### src/rtl/gate_sweeper_pkg.sv
// -----------------------------------------------------------------------------
// gate_sweeper_pkg
// Shared definitions for the gate_sweeper stimulus-and-check stage:
//   - FSM state encoding (IDLE, RUN, DONE)
//   - reference truth tables for common two-input gates
//   - width of the per-vector settle counter
// -----------------------------------------------------------------------------
package gate_sweeper_pkg;

    // Width of the settle counter; SETTLE values 0..255 fit.
    localparam int unsigned SETTLE_W = 8;

    // FSM state encoding.
    localparam logic [1:0] ST_IDLE = 2'd0;
    localparam logic [1:0] ST_RUN  = 2'd1;
    localparam logic [1:0] ST_DONE = 2'd2;

    // Truth tables: bit v is the gate output for input vector v.
    localparam logic [3:0] NAND2_TT = 4'b0111;
    localparam logic [3:0] NOR2_TT  = 4'b0001;
    localparam logic [3:0] AND2_TT  = 4'b1000;
    localparam logic [3:0] OR2_TT   = 4'b1110;

endpackage

### src/rtl/gate_sweeper_settle_timer.sv
// -----------------------------------------------------------------------------
// gate_sweeper_settle_timer
// Loadable down-counter that holds at zero, with a zero flag decoded from the
// count register.
// Ports:
//   clk      in  1  clock, rising edge
//   rst_n    in  1  asynchronous active-low reset (count -> 0)
//   load     in  1  load load_val on the next edge (has priority)
//   load_val in  W  value to load
//   zero     out 1  count register equals zero
// -----------------------------------------------------------------------------
module gate_sweeper_settle_timer #(
    parameter int unsigned W = 8
) (
    input  logic         clk,
    input  logic         rst_n,
    input  logic         load,
    input  logic [W-1:0] load_val,
    output logic         zero
);

    logic [W-1:0] cnt_r;

    // Count register: load, else decrement until zero, then hold.
    always_ff @(posedge clk or negedge rst_n) begin
        if (!rst_n) begin
            cnt_r <= '0;
        end else if (load) begin
            cnt_r <= load_val;
        end else if (cnt_r != '0) begin
            cnt_r <= cnt_r - W'(1);
        end else begin
            cnt_r <= cnt_r;
        end
    end

    assign zero = (cnt_r == '0);

endmodule

### src/rtl/gate_sweeper.sv
// -----------------------------------------------------------------------------
// gate_sweeper
// Drives all 2^N input vectors into a combinational gate under test, waits
// SETTLE extra cycles per vector, samples the gate output s and compares it
// against the EXPECT truth table. Reports error count, first failing vector
// and a pass flag.
// Optional build macro:
//   GATE_SWEEPER_ABORT_EN  - when defined, the first mismatch ends the sweep.
// Ports:
//   clk      in  1    clock, rising edge
//   rst_n    in  1    asynchronous active-low reset
//   start    in  1    begin a sweep (only honoured in IDLE)
//   s        in  1    output of the gate under test
//   a        out N    registered input vector to the gate under test
//   busy     out 1    sweep in progress
//   done     out 1    one-cycle pulse at sweep end
//   pass     out 1    last completed sweep had no mismatches
//   err_cnt  out N+1  mismatches in current/last sweep
//   fail_vec out N    first mismatching vector (0 if none)
// -----------------------------------------------------------------------------
module gate_sweeper
    import gate_sweeper_pkg::*;
#(
    parameter int unsigned           N      = 2,
    parameter logic [(1<<N)-1:0]     EXPECT = 4'b0111,
    parameter int unsigned           SETTLE = 0
) (
    input  logic         clk,
    input  logic         rst_n,
    input  logic         start,
    input  logic         s,
    output logic [N-1:0] a,
    output logic         busy,
    output logic         done,
    output logic         pass,
    output logic [N:0]   err_cnt,
    output logic [N-1:0] fail_vec
);

`ifdef GATE_SWEEPER_ABORT_EN
    localparam logic ABORT_EN = 1'b1;
`else
    localparam logic ABORT_EN = 1'b0;
`endif

    localparam logic [SETTLE_W-1:0] SETTLE_V = SETTLE_W'(SETTLE);

    logic [1:0]   state_r;
    logic [1:0]   state_s;
    logic [N-1:0] a_s;
    logic         busy_s;
    logic         done_s;
    logic         pass_s;
    logic [N:0]   err_s;
    logic [N-1:0] fail_s;
    logic         load_s;
    logic         timer_zero_s;
    logic         mismatch_s;
    logic         last_s;
    logic [N:0]   err_inc_s;

    gate_sweeper_settle_timer #(
        .W        (SETTLE_W)
    ) u_settle_timer (
        .clk      (clk),
        .rst_n    (rst_n),
        .load     (load_s),
        .load_val (SETTLE_V),
        .zero     (timer_zero_s)
    );

    assign mismatch_s = (s != EXPECT[a]);
    assign last_s     = (a == {N{1'b1}});
    // Error count including the sample taken at this edge.
    assign err_inc_s  = err_cnt + (N+1)'(mismatch_s);

    // Next-state and result-update logic for the sweep FSM.
    always_comb begin
        state_s = state_r;
        a_s     = a;
        busy_s  = busy;
        done_s  = 1'b0;
        pass_s  = pass;
        err_s   = err_cnt;
        fail_s  = fail_vec;
        load_s  = 1'b0;
        case (state_r)
            ST_IDLE: begin
                if (start) begin
                    state_s = ST_RUN;
                    busy_s  = 1'b1;
                    a_s     = '0;
                    err_s   = '0;
                    fail_s  = '0;
                    pass_s  = 1'b0;
                    load_s  = 1'b1;
                end else begin
                    state_s = ST_IDLE;
                end
            end
            ST_RUN: begin
                if (timer_zero_s) begin
                    err_s = err_inc_s;
                    // err_cnt still zero means this is the sweep's first mismatch.
                    if (mismatch_s && (err_cnt == '0)) begin
                        fail_s = a;
                    end else begin
                        fail_s = fail_vec;
                    end
                    if (last_s || (ABORT_EN && mismatch_s)) begin
                        state_s = ST_DONE;
                        busy_s  = 1'b0;
                        done_s  = 1'b1;
                        pass_s  = (err_inc_s == '0);
                    end else begin
                        a_s    = a + N'(1);
                        load_s = 1'b1;
                    end
                end else begin
                    state_s = ST_RUN;
                end
            end
            ST_DONE: begin
                state_s = ST_IDLE;
            end
            default: begin
                state_s = ST_IDLE;
                busy_s  = 1'b0;
            end
        endcase
    end

    // State and output registers.
    always_ff @(posedge clk or negedge rst_n) begin
        if (!rst_n) begin
            state_r  <= ST_IDLE;
            a        <= '0;
            busy     <= 1'b0;
            done     <= 1'b0;
            pass     <= 1'b0;
            err_cnt  <= '0;
            fail_vec <= '0;
        end else begin
            state_r  <= state_s;
            a        <= a_s;
            busy     <= busy_s;
            done     <= done_s;
            pass     <= pass_s;
            err_cnt  <= err_s;
            fail_vec <= fail_s;
        end
    end

endmodule

### config.mk
export PLATFORM = sky130hd
export DESIGN_NAME = gate_sweeper
export DESIGN_NICKNAME = d
export VERILOG_FILES = /design/src/rtl/gate_sweeper_pkg.sv /design/src/rtl/gate_sweeper_settle_timer.sv /design/src/rtl/gate_sweeper.sv
export SDC_FILE = /design/constraint.sdc
export NUM_CORES = 1
export LEC_CHECK = 0
export BUFFER_PORTS_ARGS = -buffer_cell sky130_fd_sc_hd__clkbuf_2
export CAP_MARGIN = 20
export CORE_MARGIN = 2
export CORE_UTILIZATION = 54
export CTS_CLUSTER_SIZE = 8
export DETAILED_ROUTE_END_ITERATION = 16
export PLACE_DENSITY = 0.75
export SLEW_MARGIN = 20
export SYNTH_ARGS = -nofsm -noshare
export SYNTH_HDL_FRONTEND = slang
export SYNTH_SLANG_ARGS = --single-unit
export TNS_END_PERCENT = 10
### constraint.sdc
create_clock -name clk -period 2.82 [get_ports clk]
set_clock_uncertainty 0.2 [all_clocks]
set_input_delay 0.141 -clock clk [delete_from_list [all_inputs] [get_ports clk]]
set_output_delay 0.141 -clock clk [all_outputs]
set_load 0.005 [all_outputs]
==> results of run 1 <==
power breakdown:
part	switching [mW]	leakage (nW)	internal (mW)
combinational	0.289	0.345	0.236
clock	0.0846	0.0138	0.0497
sequential	0.0753	0.264	0.362
total	0.449	0.622	0.648
worst paths after layout:
check | slack [ps] | depth (start not counted) | endpoint
setup / recovery | 450 | 8 | pass
hold / removal | 30 | 4 | busy
setup reg to reg | 450 | 8 | pass
hold reg to reg | 340 | 2 | busy
max in group asynchronous | 1920 | 2 | u_settle_timer.cnt_r[5]
min in group asynchronous | 130 | 2 | pass
cell type report:
type                       instances  area share, %
clock buffer                       3           1.76
inverter                           8           2.35
multi-input combinational         81           47.0
sequential                        20           39.2
tap                               27           2.64
timing repair buffer              16           7.05
Yosys cell counts (2+ instances only):
master	instances	area share, %
a211oi_1	2	1.3
a21oi_1	9	3.9
buf_6	2	1.9
clkbuf_1	3	0.96
dfrtp_1	20	43
ha_1	6	6.4
inv_1	8	2.6
mux2i_1	4	3.4
nand2_1	7	2.2
nand2b_1	2	1.1
nor2_1	3	0.96
nor2b_1	2	1.1
nor3_1	6	2.6
nor3b_1	2	1.3
o211ai_1	4	2.6
o21ai_0	3	1.3
o311ai_0	2	1.5
or3_1	4	2.1
or3b_2	3	2.2
or4_1	4	2.6
or4_4	2	1.9
logic make-up after synthesis:
kind of cell    count (synthesis)
compound gates                 32
xor+xnor                        2
fa+ha+maj                       6
buf+inv                        14
flops                          20
mux                             4
simple gates                   37
worst reg2reg max path: cells and delay by family (launching register included):
family | cells | cell delay, ps
AO/OA/AOI/OAI | 2 | 420
XOR/XNOR | 1 | 300
adder cells (fa/ha/maj) | 3 | 700
buffers and inverters | 1 | 80
flip-flops | 1 | 450
AND/OR/NAND/NOR | 1 | 150
metrics by stage:
| stage | power (mW) | hold slack [ps] | cell area, um^2 |
|---|---|---|---|
| 3_3_place_gp | 0.952 | -70.7 | 1240 |
| 6_report | 1.10 | 29.1 | 1280 |
| 2_1_floorplan | 0.805 | -355 | 1170 |
| 3_5_place_dp | 0.970 | -64.5 | 1240 |
| 4_1_cts | 1.11 | 21.2 | 1280 |
| 5_1_grt | 1.19 | 74.3 | 1280 |
sequential cells by signal, indices dropped and copies added (netlist names):
signal / flops
busy: 1
done: 1
u_settle_timer.cnt_r: 8
pass: 1
a: 2
fail_vec: 2
state_r: 2
err_cnt: 3
what timing repair did:
| item | in CTS | in global routing |
|---|---|---|
| hold buffers | 1 | 0 |
| endpoints found under the hold margin | 20 | 0 |
| endpoints found under the setup margin | 0 | 0 |
per-layer routing:
metal / global-route usage (%) / vias to the layer above / wire length [um]
li1: - / 455 / -
met1: 31.9 / 466 / 1150
met2: 32.0 / 26 / 1110
met3: 5.06 / 4 / 112
met4: 5.86 / 0 / 21
met5: 0 / - / 0
==> impl_results.md, run 1 <==
* Clock tree sinks at 20
* Leakage at 0.622 nW
* Clock buffer depth at 2
* Post-synth ARST share at 100%
* Final setup viols at 0
* DRC at 0
* Max Slew Vio Count at 0
* Crit path top cell by count: ha_1
* Worst setup path start: a[0]
* Delay-heaviest family, CP: adder cells
* Slew @ Worst Pin at about 710 ps
* Fill count at 177
* DRT Pass-1 Iters at 4
* Startpoint types: register
* Sequential share of the synthesized area at 42.8%
* Vias post-DR at between 900 and 1,000
* CTS tree: yes
* Fin util at 63.8%
* H-tree depth at 1
* Worst Path Buf+Inv at 1
* CTS buffer count at 3
* Register area at 500 um^2
* Slowest CP cell: dfrtp_1
* FF-to-FF Start: a[0]
* Synthesized-area fraction occupied by and/or/nand/nor cells at roughly a fifth
* Num rows at 16
* Multi-input gate area in the final layout at approximately 600 um^2
* Dpl cells at between 150 and 200
* Cells along the critical path: ha_1 -> xor2_1 -> inv_1 -> ha_1 -> ha_1 -> nor2_1 -> a32oi_1 -> a211oi_1
* Synth Flop Type: dfrtp_1
* Max cap viols at 0
* Post-CTS Setup Bufs at 0
* Total of warnings raised by yosys at 0
* Final hold violations at 0
* Worst vdd ir at 0.586 mV
* Tmin final at 2370 ps
* Max FO, Critical Path at 5
* I/O Buffers at 13
* Die H at around 51 um
* Max incr delay on CP at 450 ps
* Largest family of logic cells by synthesized area: compound AO/OA/AOI/OAI gates
* Core ar. at 0.00200 mm^2
* FMAX at 421 MHz
* EDFF count, synth at 0
* Worst slack, placed at 463 ps
* Post-route ant nets at 0
* Commonest non-fill, non-tap cells in the layout: 20 x dfrtp_1, 13 x clkbuf_2, 9 x a21oi_1, 8 x inv_1, 7 x nand2_1
* Die W at 50.5 um
* Outcome: finished, final reports clean
* HP Class: in -> reg
* Vias in the first global route at a little over 900
* PnR worst setup slack at 445 ps
* Resized cells post-CTS at 0
* Unique masters post-synth at 38
* WP data arrival at around 2400 ps
* Clk_lat worst skew at 300 ps
* Proportion of synthesized area in mux cells at roughly 3.4%
* Critical Path End Type: register
* #FFs+latches synth at 20
* Fin cells at 155
* Share of layout cells above drive strength 1 at 21.9%
* Synthesized Nets at 125
* First-pass GRT wire length at 4220 um
* Fin Setup TNS at 0 ps
* RSZ-0062 raised after global routing: false
* Synth Area per Inst at 10.2 um^2
* Post-synthesis adder-cell area fraction at under 10%
* Synth Area in Compound Gates at between 20% and 30%
* Antenna cells at 0
* Drt wl/cell at 15.5 um
* GRT Total Usage at 21.7%
* GRT overflow at 0
* Mapped Area at 0.00117 mm^2
* Initial core utilization at 58.4%
* Post-Synthesis Cells at 115
* Most common cell after layout, fill and taps aside: dfrtp_1
* Vias per cell at between 6 and 7
* Tcrit/Tclk final at 84.2%
* Critical Path RT at 2840 ps
* Antenna violations before repair at 0
* Relative slew slack at 52.7%
* Root buffer cell: clkbuf_4
* PwrDens at 858 mW/mm^2
* Area Growth Syn to Fin at 9.32%
* Io pins at 14
* Die Area at 0.00255 mm^2
* HP Start: start
* Drt total wl at 2400 um
* Largest net degree at the start of global routing at 21
* RePlAce Congestion at 0.891
* Initial detailed-routing violation count at 20
* Clk slew on worst S/H paths at 120 ps
* Crit Path Category: reg -> reg
* HPWL after DPL at 1740 um
* XOR/XNOR Fraction of Synth Area at under 10%
* NumNets Final at between 100 and 150
(Power assumes the default switching activity.)
==> run 2: changes to the inputs <==
Settings changed: CORE_UTILIZATION 54 to 51, PLACE_DENSITY 0.75 to 0.74.
Clock period 2.82 ns to 2.05 ns, I/O delays scaled along.
==> run 2 against run 1 <==
Against the previous run:
- the run now ends with negative setup slack left
- flip-flop and latch count did not move
- core utilization rose by 3.9 points
- cell count rose by 14%
- clock power rose by 140%
- maximum frequency rose by 16%
- sequential share of layout area fell by 5.5 points
- via count rose by 10%
- register-to-register slack got worse by 450 ps
- die area rose by 5.4%
- critical path type unchanged
==> impl_results.md, run 2 (same netlist as run 1, synthesis figures left out) <==
* Antenna violations before repair at 0
* Drt total wl at 2670 um
* Dpl cells at roughly 170
* Share of layout cells above drive strength 1 at approximately a third
* Vias post-DR at around 1,000
* DRT Pass-1 Iters at 5
* Vias per cell at 5.95
* Clock power share at 17.9%
* H-tree depth at 1
* Crit Path Category: reg -> reg
* Final setup viols at 1
* Clk_lat worst skew at 310 ps
* Num rows at 17
* End of the worst register-to-register path: fail_vec[1]
* First-pass GRT wire length at 4510 um
* Fill count at roughly 180
* Total design power at 1.83 mW
* Largest net degree at the start of global routing at 21
* Commonest non-fill, non-tap cells in the layout: 20 x dfrtp_1, 20 x buf_4, 13 x clkbuf_2, 9 x a21oi_1
* Fin cells at ~180
* Worst setup path start: u_settle_timer.cnt_r[1]
* FF-to-FF setup slack at -3 ps
* Startpoint types: register
* Area Growth Syn to Fin at 27.0%
* Max FO, Critical Path at 7
* Outcome: complete, but fails checks
* Worst vdd ir at 0.925 mV
* Initial core utilization at 53.3%
* Number of flip-flops under the largest register name at 8
* Vias in the first global route at between 1,000 and 1,500
* I/O Buffers at 13
* P_sw at 663 uW
* Core ar. at about 0.0022 mm^2
* RSZ-0062 raised after global routing: true
* Register-to-Register Path Depth at 5
* Largest regs: u_settle_timer.cnt_r x8, err_cnt x3
* Max Slew Vio Count at 0
* Critical Path RT at 2080 ps
* Portion of total power attributed to sequential cells at 32.6%
* Fin util at 67.7%
* FMAX at 487 MHz
* Relative slew slack at approximately 68%
* Tmin final at 2050 ps
* Slew @ Worst Pin at 473 ps
* Clk slew on worst S/H paths at 120 ps
* FF-to-FF Start: u_settle_timer.cnt_r[1]
* Sw Share at a little over a third
* RePlAce Congestion at 0.821
* Failing checks: negative setup slack
* Hold WS at 60.3 ps
* Slowest CP cell: or4_4
* Leakage at 0.727 nW
* HPWL after DPL at 1900 um
* Antenna cells at 0
* Clock buffer depth at 2
* Drt wl/cell at 15.2 um
* Max cap viols at 0
* WP data arrival at 2090 ps
* Final hold violations at 0
* NumNets Final at approximately 160
* Die Area at 0.00269 mm^2
* Root buffer cell: clkbuf_4
* Largest Register: u_settle_timer.cnt_r
* Initial detailed-routing violation count at 34
* GRT Total Usage at 23.1%
* Critical Path End Type: register
* CTS buffer count at 3
* DRC at 0
* Die H at around 52 um
* Comb pwr share at 49.5%
* GRT overflow at 0
* HP Class: in -> async
* CTS tree: yes
* Cells along the critical path: inv_1 -> ha_1 -> or3b_4 -> or4_4 -> o211ai_1
* Worst Setup EP: fail_vec[1]
* Tcrit/Tclk final at 100%
* PwrDens at 1230 mW/mm^2
* Int Power at 1.17 mW
* Post-route ant nets at 0
* PnR worst setup slack at -3.43 ps
* Die W at 51.9 um
* Max incr delay on CP at 530 ps
* Clock tree sinks at 20
* Io pins at 14
-- run 2: changes by cell type in the layout (fill, tap and decap cells not counted) --
cell | before | now
xor2_1 | 1 | 0
dlygate4sd3_1 | 1 | 2
buf_4 | 2 | 20
inv_2 | 0 | 1
ha_4 | 0 | 1
ha_2 | 0 | 2
or3b_4 | 0 | 2
ha_1 | 6 | 3
xor2_2 | 0 | 1
inv_1 | 8 | 7
bufinv_16 | 0 | 1
or3b_2 | 3 | 1
-- run 2: worst max-delay path: cells and delay by family (launching register included) --
family                   cells  cell delay (ps)
AND/OR/NAND/NOR              2              970
flip-flops                   1              400
adder cells (fa/ha/maj)      1              160
AO/OA/AOI/OAI                1              160
buffers and inverters        1               80
-- run 2: layout make-up --
type / count / area, um^2 / area share [%]
multi-input cells: 81 / 631 / 42.5
flip-flops and latches: 20 / 500 / 33.7
repair buffers: 35 / 235 / 15.9
well taps: 28 / 35.0 / 2.36
clock inverters: 1 / 30.0 / 2.02
inverters: 8 / 30.0 / 2.02
clock buffers: 3 / 22.5 / 1.52
-- run 2: through the flow --
| step | instance area [um^2] | setup slack, ps | setup TNS, ps |
|---|---|---|---|
| 2_1_floorplan | 1190 | -1.92 | -3.84 |
| 6_report | 1480 | -3.43 | -3.43 |
| 4_1_cts | 1470 | -0.318 | -0.551 |
| 3_5_place_dp | 1370 | -3.52 | -3.52 |
| 5_1_grt | 1480 | -112 | -441 |
| 3_3_place_gp | 1370 | 10.3 | 0 |
-- run 2: worst min-delay path by stage --
| stage | endpoint | depth (start not counted) | start | slack, ps |
|---|---|---|---|---|
| after floorplan | a[0] | 0 | rst_n | -390 |
| final | a[1] | 2 | rst_n | 60 |
| after global routing | u_settle_timer.cnt_r[0] | 2 | rst_n | 100 |
| after CTS | a[1] | 2 | rst_n | 80 |
| after detailed placement | fail_vec[1] | 1 | rst_n | -110 |
| after global placement | fail_vec[1] | 1 | rst_n | -110 |
-- run 2: power groups by stage --
stage                     Combinational (mW)  Clock (mW)  Sequential, mW
after detailed placement               0.849           0           0.600
after floorplan                        0.516           0           0.597
after global routing                   0.999       0.359           0.613
after global placement                 0.819           0           0.593
after CTS                              0.895       0.336           0.596
final                                  0.905       0.328           0.596
-- run 2: metal layers --
layer	vias to the layer above	track usage, %	wire, um
met5	-	0	0
met4	0	11.4	64
met3	13	5.46	175
met2	37	34.0	1270
met1	501	31.8	1160
li1	497	-	-
-- run 2: what timing repair did --
| item | in CTS | in global routing |
|---|---|---|
| resized for setup | 3 | 1 |
| pin swaps | 5 | 0 |
| setup buffers | 2 | 1 |
| hold endpoints to repair | 21 | 0 |
| setup endpoints to repair | 4 | 12 |
| hold buffers | 2 | 0 |
